`src/rtl/sig_mixer_if.sv`:
```
// rtl/sig_mixer_if.sv - sample-tick, control and mixed-output bundle of the oscillator mixer
interface sig_mixer_if #(
   parameter int N_CH   = 4,
   parameter int W      = 16,
   parameter int GAIN_W = 4
);
   logic                     tick;
   logic                     gate;
   logic [N_CH-1:0]          en;
   logic [N_CH*GAIN_W-1:0]   gain;
   logic [N_CH*W-1:0]        sig_in;
   logic [W-1:0]             sig;
   logic                     valid;
   logic                     clip;
   logic                     busy;
   logic                     overrun;

   modport master (
      output tick, gate, en, gain, sig_in,
      input  sig, valid, clip, busy, overrun
   );

   modport slave (
      input  tick, gate, en, gain, sig_in,
      output sig, valid, clip, busy, overrun
   );
endinterface

```
`src/rtl/sig_mixer.sv`:
```
// rtl/sig_mixer.sv - time-multiplexed N-channel mixer with gain, saturation and gate-driven level ramp
module sig_mixer #(
   parameter int N_CH      = 4,
   parameter int W         = 16,
   parameter int GAIN_W    = 4,
   parameter int RAMP_STEP = 1
) (
   input  logic       clk,
   input  logic       rst_n,
   sig_mixer_if.slave bus
);
   localparam int IW = (N_CH > 1) ? $clog2(N_CH) : 1;
   localparam int PW = W + GAIN_W;
   localparam int AW = PW + IW;
   localparam int SW = AW - 3;
   localparam logic [SW-1:0] SAT_MAX  = SW'({W{1'b1}});
   localparam logic [9:0]    STEP_UP  = 10'(RAMP_STEP);
   localparam logic [8:0]    STEP_DN  = 9'(RAMP_STEP);
   localparam logic [9:0]    LVL_MAX  = 10'd256;
   localparam logic [IW-1:0] LAST_IDX = IW'(N_CH - 1);

   typedef enum logic [1:0] {IDLE, ACC, SCALE} state_t;
   state_t state_q, state_d;

   // Shadow copies taken at the tick so mid-mix input changes cannot tear a sample
   logic [N_CH*W-1:0]      sh_sig;
   logic [N_CH-1:0]        sh_en;
   logic [N_CH*GAIN_W-1:0] sh_gain;
   logic                   sh_gate;

   logic [AW-1:0] acc;
   logic [IW-1:0] idx;
   logic [8:0]    level;

   logic [W-1:0]  sig_r;
   logic          valid_r, clip_r, busy_r, overrun_r;

   logic [W-1:0]      ch_sig;
   logic [GAIN_W-1:0] ch_gain;
   logic [PW-1:0]     term;

   logic [SW-1:0]  sum;
   logic           clip_d;
   logic [W-1:0]   sat;
   logic [9:0]     lvl_up;
   logic [8:0]     lvl_dn;
   logic [8:0]     level_d;
   logic [W+7:0]   scaled;
   logic [W-1:0]   sig_d;

   always_comb begin
      ch_sig  = sh_sig[idx*W +: W];
      ch_gain = sh_gain[idx*GAIN_W +: GAIN_W];
      term    = '0;
      if (sh_en[idx])
         term = PW'(ch_sig) * PW'(ch_gain);
   end

   // Gain 8 is unity, hence the fixed divide by 8 before saturation
   always_comb begin
      sum    = SW'(acc >> 3);
      clip_d = (sum > SAT_MAX);
      sat    = clip_d ? {W{1'b1}} : sum[W-1:0];
      lvl_up = {1'b0, level} + STEP_UP;
      lvl_dn = level - STEP_DN;
      if (sh_gate)
         level_d = (lvl_up > LVL_MAX) ? 9'd256 : lvl_up[8:0];
      else
         level_d = (level < STEP_DN) ? 9'd0 : lvl_dn;
      scaled = {{8{1'b0}}, sat} * {{(W-1){1'b0}}, level_d};
      sig_d  = W'(scaled >> 8);
   end

   always_ff @(posedge clk or negedge rst_n) begin
      if (!rst_n)
         state_q <= IDLE;
      else
         state_q <= state_d;
   end

   always_comb begin
      state_d = state_q;
      case (state_q)
         IDLE:    if (bus.tick) state_d = ACC;
         ACC:     if (idx == LAST_IDX) state_d = SCALE;
         SCALE:   state_d = IDLE;
         default: state_d = IDLE;
      endcase
   end

   always_ff @(posedge clk or negedge rst_n) begin
      if (!rst_n) begin
         sh_sig    <= '0;
         sh_en     <= '0;
         sh_gain   <= '0;
         sh_gate   <= 1'b0;
         acc       <= '0;
         idx       <= '0;
         level     <= '0;
         sig_r     <= '0;
         valid_r   <= 1'b0;
         clip_r    <= 1'b0;
         busy_r    <= 1'b0;
         overrun_r <= 1'b0;
      end else begin
         valid_r   <= 1'b0;
         overrun_r <= bus.tick && (state_q != IDLE);
         busy_r    <= (state_d != IDLE);
         case (state_q)
            IDLE: begin
               if (bus.tick) begin
                  sh_sig  <= bus.sig_in;
                  sh_en   <= bus.en;
                  sh_gain <= bus.gain;
                  sh_gate <= bus.gate;
                  acc     <= '0;
                  idx     <= '0;
               end
            end
            ACC: begin
               acc <= acc + AW'(term);
               idx <= idx + 1'b1;
            end
            SCALE: begin
               sig_r   <= sig_d;
               clip_r  <= clip_d;
               level   <= level_d;
               valid_r <= 1'b1;
            end
            default: ;
         endcase
      end
   end

   assign bus.sig     = sig_r;
   assign bus.valid   = valid_r;
   assign bus.clip    = clip_r;
   assign bus.busy    = busy_r;
   assign bus.overrun = overrun_r;
endmodule

```
`src/flat_wrapper.sv`:
```
// flat-port wrapper written by rule: the top's interface ports become plain ports
module sig_mixer_flat 
#(
   parameter int N_CH      = 4,
   parameter int W         = 16,
   parameter int GAIN_W    = 4,
   parameter int RAMP_STEP = 1
)
  (clk, rst_n, bus_tick, bus_gate, bus_en, bus_gain, bus_sig_in, bus_sig, bus_valid, bus_clip, bus_busy, bus_overrun);
  sig_mixer_if #(.N_CH(N_CH), .W(W), .GAIN_W(GAIN_W)) bus_i ();
  input  logic clk;
  input  logic rst_n;
  input wire logic [$bits(bus_i.tick)-1:0] bus_tick;
  input wire logic [$bits(bus_i.gate)-1:0] bus_gate;
  input wire logic [$bits(bus_i.en)-1:0] bus_en;
  input wire logic [$bits(bus_i.gain)-1:0] bus_gain;
  input wire logic [$bits(bus_i.sig_in)-1:0] bus_sig_in;
  output wire logic [$bits(bus_i.sig)-1:0] bus_sig;
  output wire logic [$bits(bus_i.valid)-1:0] bus_valid;
  output wire logic [$bits(bus_i.clip)-1:0] bus_clip;
  output wire logic [$bits(bus_i.busy)-1:0] bus_busy;
  output wire logic [$bits(bus_i.overrun)-1:0] bus_overrun;
  assign bus_i.tick = bus_tick;
  assign bus_i.gate = bus_gate;
  assign bus_i.en = bus_en;
  assign bus_i.gain = bus_gain;
  assign bus_i.sig_in = bus_sig_in;
  assign bus_sig = bus_i.sig;
  assign bus_valid = bus_i.valid;
  assign bus_clip = bus_i.clip;
  assign bus_busy = bus_i.busy;
  assign bus_overrun = bus_i.overrun;
  sig_mixer #(.N_CH(N_CH), .W(W), .GAIN_W(GAIN_W), .RAMP_STEP(RAMP_STEP)) u_core (.clk(clk), .rst_n(rst_n), .bus(bus_i));
endmodule
```
`config.mk`:
```
export PLATFORM = sky130hd
export DESIGN_NAME = sig_mixer_flat
export DESIGN_NICKNAME = d
export VERILOG_FILES = /design/src/rtl/sig_mixer_if.sv /design/src/rtl/sig_mixer.sv /design/src/flat_wrapper.sv
export SDC_FILE = /design/constraint.sdc
export NUM_CORES = 1
export LEC_CHECK = 0
export CAP_MARGIN = 20
export CORE_MARGIN = 10
export CORE_UTILIZATION = 31
export DETAILED_ROUTE_END_ITERATION = 12
export GPL_ROUTABILITY_DRIVEN = 0
export SKIP_LAST_GASP = 1
export SLEW_MARGIN = 20
export SYNTH_ARGS = -nofsm -noshare
export SYNTH_HDL_FRONTEND = slang
export SYNTH_SLANG_ARGS = --single-unit
```
`constraint.sdc`:
```
create_clock -name clk -period 7.1 [get_ports clk]
set_input_delay 0.71 -clock clk [delete_from_list [all_inputs] [get_ports clk]]
set_output_delay 0.71 -clock clk [all_outputs]
set_load 0.03 [all_outputs]
```
==> results.toml <==
[global_route]
overflow = 0
antenna_found_initial = 0
first_global_vias = 11115
grt_max_degree = 90
grt_use_total = 0.134
grt_pass1_wl_mm = 56.5

[synthesis]
syn_nets = 1850
async_flop_share = 1.00
ys_ff_latch = 140
syn_area_sq_um = 13300
synthFlopType = "dfrtp_1"
yosysWarnings = 0
avgSynthCellArea_sq_um = 8.59
ys_types = 82
yosysSeqAreaShare = 0.263
syn_inst = 1550
synth_edf_count = 0

[setup_path]
reg2reg_depth = 26
path_class = "reg -> reg"
path_buf_inv = 5
cp_max_fo = 12
endpoint = "u_core.bus.sig[11]"
crit_slowest_cell = "fa_1"
cpLargestDelayFamily = "adder cells"
r2r_start = "u_core.level[1]"
crit_required_ns = 7.44
worstSetupEndpointType = "register"
max_stage_delay_ns = 0.55
regToRegSetupSlack_ns = 0.33
path_depth = 26
cp-start-kind = "register"
cpMostUsedCell = "fa_1"
arrival_ns = 7.11
crit_start = "u_core.level[1]"
r2r_end = "u_core.bus.sig[11]"

[floorplanning]
rows = 75
initial_utilization = 0.315
die-height_microns = 227
dieArea_sq_um = 51700
coreArea_sq_um = 42200
ioPinCount = 108
die_x_microns = 227

[placed_design]
dpl_cell_area_sq_um = 15000
dpl_worst_slack_ns = 0.131
port_buffers = 107
dpl.hpwl_mm = 26.2

[finish]
final_layout_size_suffix_gt1_frac = 0.0920
antenna_cells = 0
final_common_cell = "nand2_1"
final_cell_mix = "nand2_1, inv_1, dfrtp_1, nor2_1, fa_1"
fin_nets = 1939
finalInstanceArea_sq_um = 15600
area_growth_pct = 17.4

[timing]
hold_viol_final = 0
relSlewSlack = 0.272
grt_setup_unrepaired = "no"
fin_worst_skew_ns = 0.0156
layout_setup_ws_ns = 0.330
worst_pin_slew_ns = 1.09
max_freq_ghz = 0.148
whs_ns = 0.304
setup_tns_ns = 0
period_needed_ns = 6.77
finalCritPeriodShare = 0.954
finalSetupViolCount = 0
final_max_slew_viol_count = 0

[detailed_routing]
vias = 10711
drtIter0Drc = 631
ant_nets = 0
totalWireLength_mm = 33.2
drtPass1Iterations = 4
wl_per_cell_microns = 15.2
detail_route.vias_per_cell = 4.89
drc = 0

[clocking]
clk_pin_slew_ns = 0.07
ctsLongestPathBuffers = 2
cts_sinks = 140
clock_latency_ns = 0.46
postCtsSetupRepairBufs = 0
h-tree-depth = 4
cts_hold_buf = 0
cts_root_buf = "clkbuf_16"
cts_resized = 0
cts_tree = "done"
cts_made_buffers = 17

[min_path]
worstHoldPathType = "in -> async"

[status]
status = "completed"

[job]
cap_violations = 0
==> worst min path at each step <==
stage,from,to,slack [ns]
after floorplan,rst_n,u_core.acc[0],0.41
after global placement,u_core.sh_gain[1],u_core.sh_gain[1],0.45
after detailed placement,u_core.bus.sig[12],u_core.bus.sig[12],0.46
after CTS,rst_n,u_core.sh_sig[7],0.34
after global routing,rst_n,u_core.sh_sig[56],0.38
final,rst_n,u_core.sh_sig[41],0.30
==> sequential cells by signal, summed over array words and instances, names as in the netlist, 2 cells and up <==
register and cells:
u_core.bus.sig 16, u_core.state_q 2, u_core.idx 2, u_core.sh_en 4, u_core.level 9, u_core.sh_sig 64
u_core.sh_gain 16, u_core.acc 22
==> per-stage QoR <==
step            util  cells
2_1_floorplan      -   1550
3_3_place_gp   0.355   2159
3_5_place_dp   0.355   2159
4_1_cts        0.370   2191
5_1_grt        0.370   2191
6_report       0.370   2191
==> cells by family (layout without fill, tap and decap cells) <==
logic type	Yosys count	count (layout)	share of synthesized area
xor gates and xnor gates	42	42	0.0276
AOI/OAI and AO/OA	212	212	0.105
and+or+nand+nor	668	668	0.220
buffers and inverters	244	346	0.0713
adders and majority gates	212	212	0.270
DFF	140	140	0.263
muxes	32	32	0.0432
==> cells in the mapped netlist, types with 4 or more instances <==
cell,instances,area [sq um]
and3_1,8,50.1
nor2b_1,9,56.3
mux4_2,20,450
xor2_1,16,140
fa_1,126,2520
buf_1,4,15.0
a21oi_1,22,110
a211oi_1,5,37.5
xnor2_1,26,228
or3_1,9,56.3
inv_1,177,664
dfrtp_1,140,3500
nor2_1,130,488
nand2b_1,13,81.3
o21bai_1,6,45.0
nor3_1,21,105
o21ai_0,90,450
o21ai_1,4,20.0
and2_1,36,225
mux2i_1,8,80.1
a21o_1,15,113
nand2_1,368,1380
clkbuf_1,50,188
mux2_2,4,45.0
buf_2,5,25.0
or2_2,25,156
nand3_1,30,150
a31oi_1,13,81.3
ha_1,86,1080
o21a_1,8,60.1
==> metal layers <==
layer	share of wire	vias to the layer above	global-route usage
met5	0	-	0
met4	0.019	0	0.0443
li1	-	5175	-
met1	0.47	5270	0.179
met2	0.47	222	0.213
met3	0.044	44	0.0282
==> cell type report <==
class / instances / area (sq um)
Tap cell: 539 / 674
Clock buffer: 17 / 425
Multi-Input combinational cell: 1166 / 8890
Clock inverter: 15 / 185
Sequential cell: 140 / 3510
Fill cell: 4262 / 26600
Inverter: 179 / 672
Timing Repair Buffer: 135 / 1280
Power is left out: the tool's default activity adds up to more than one toggle a clock period on the data nets, which glitch-free logic cannot reach.
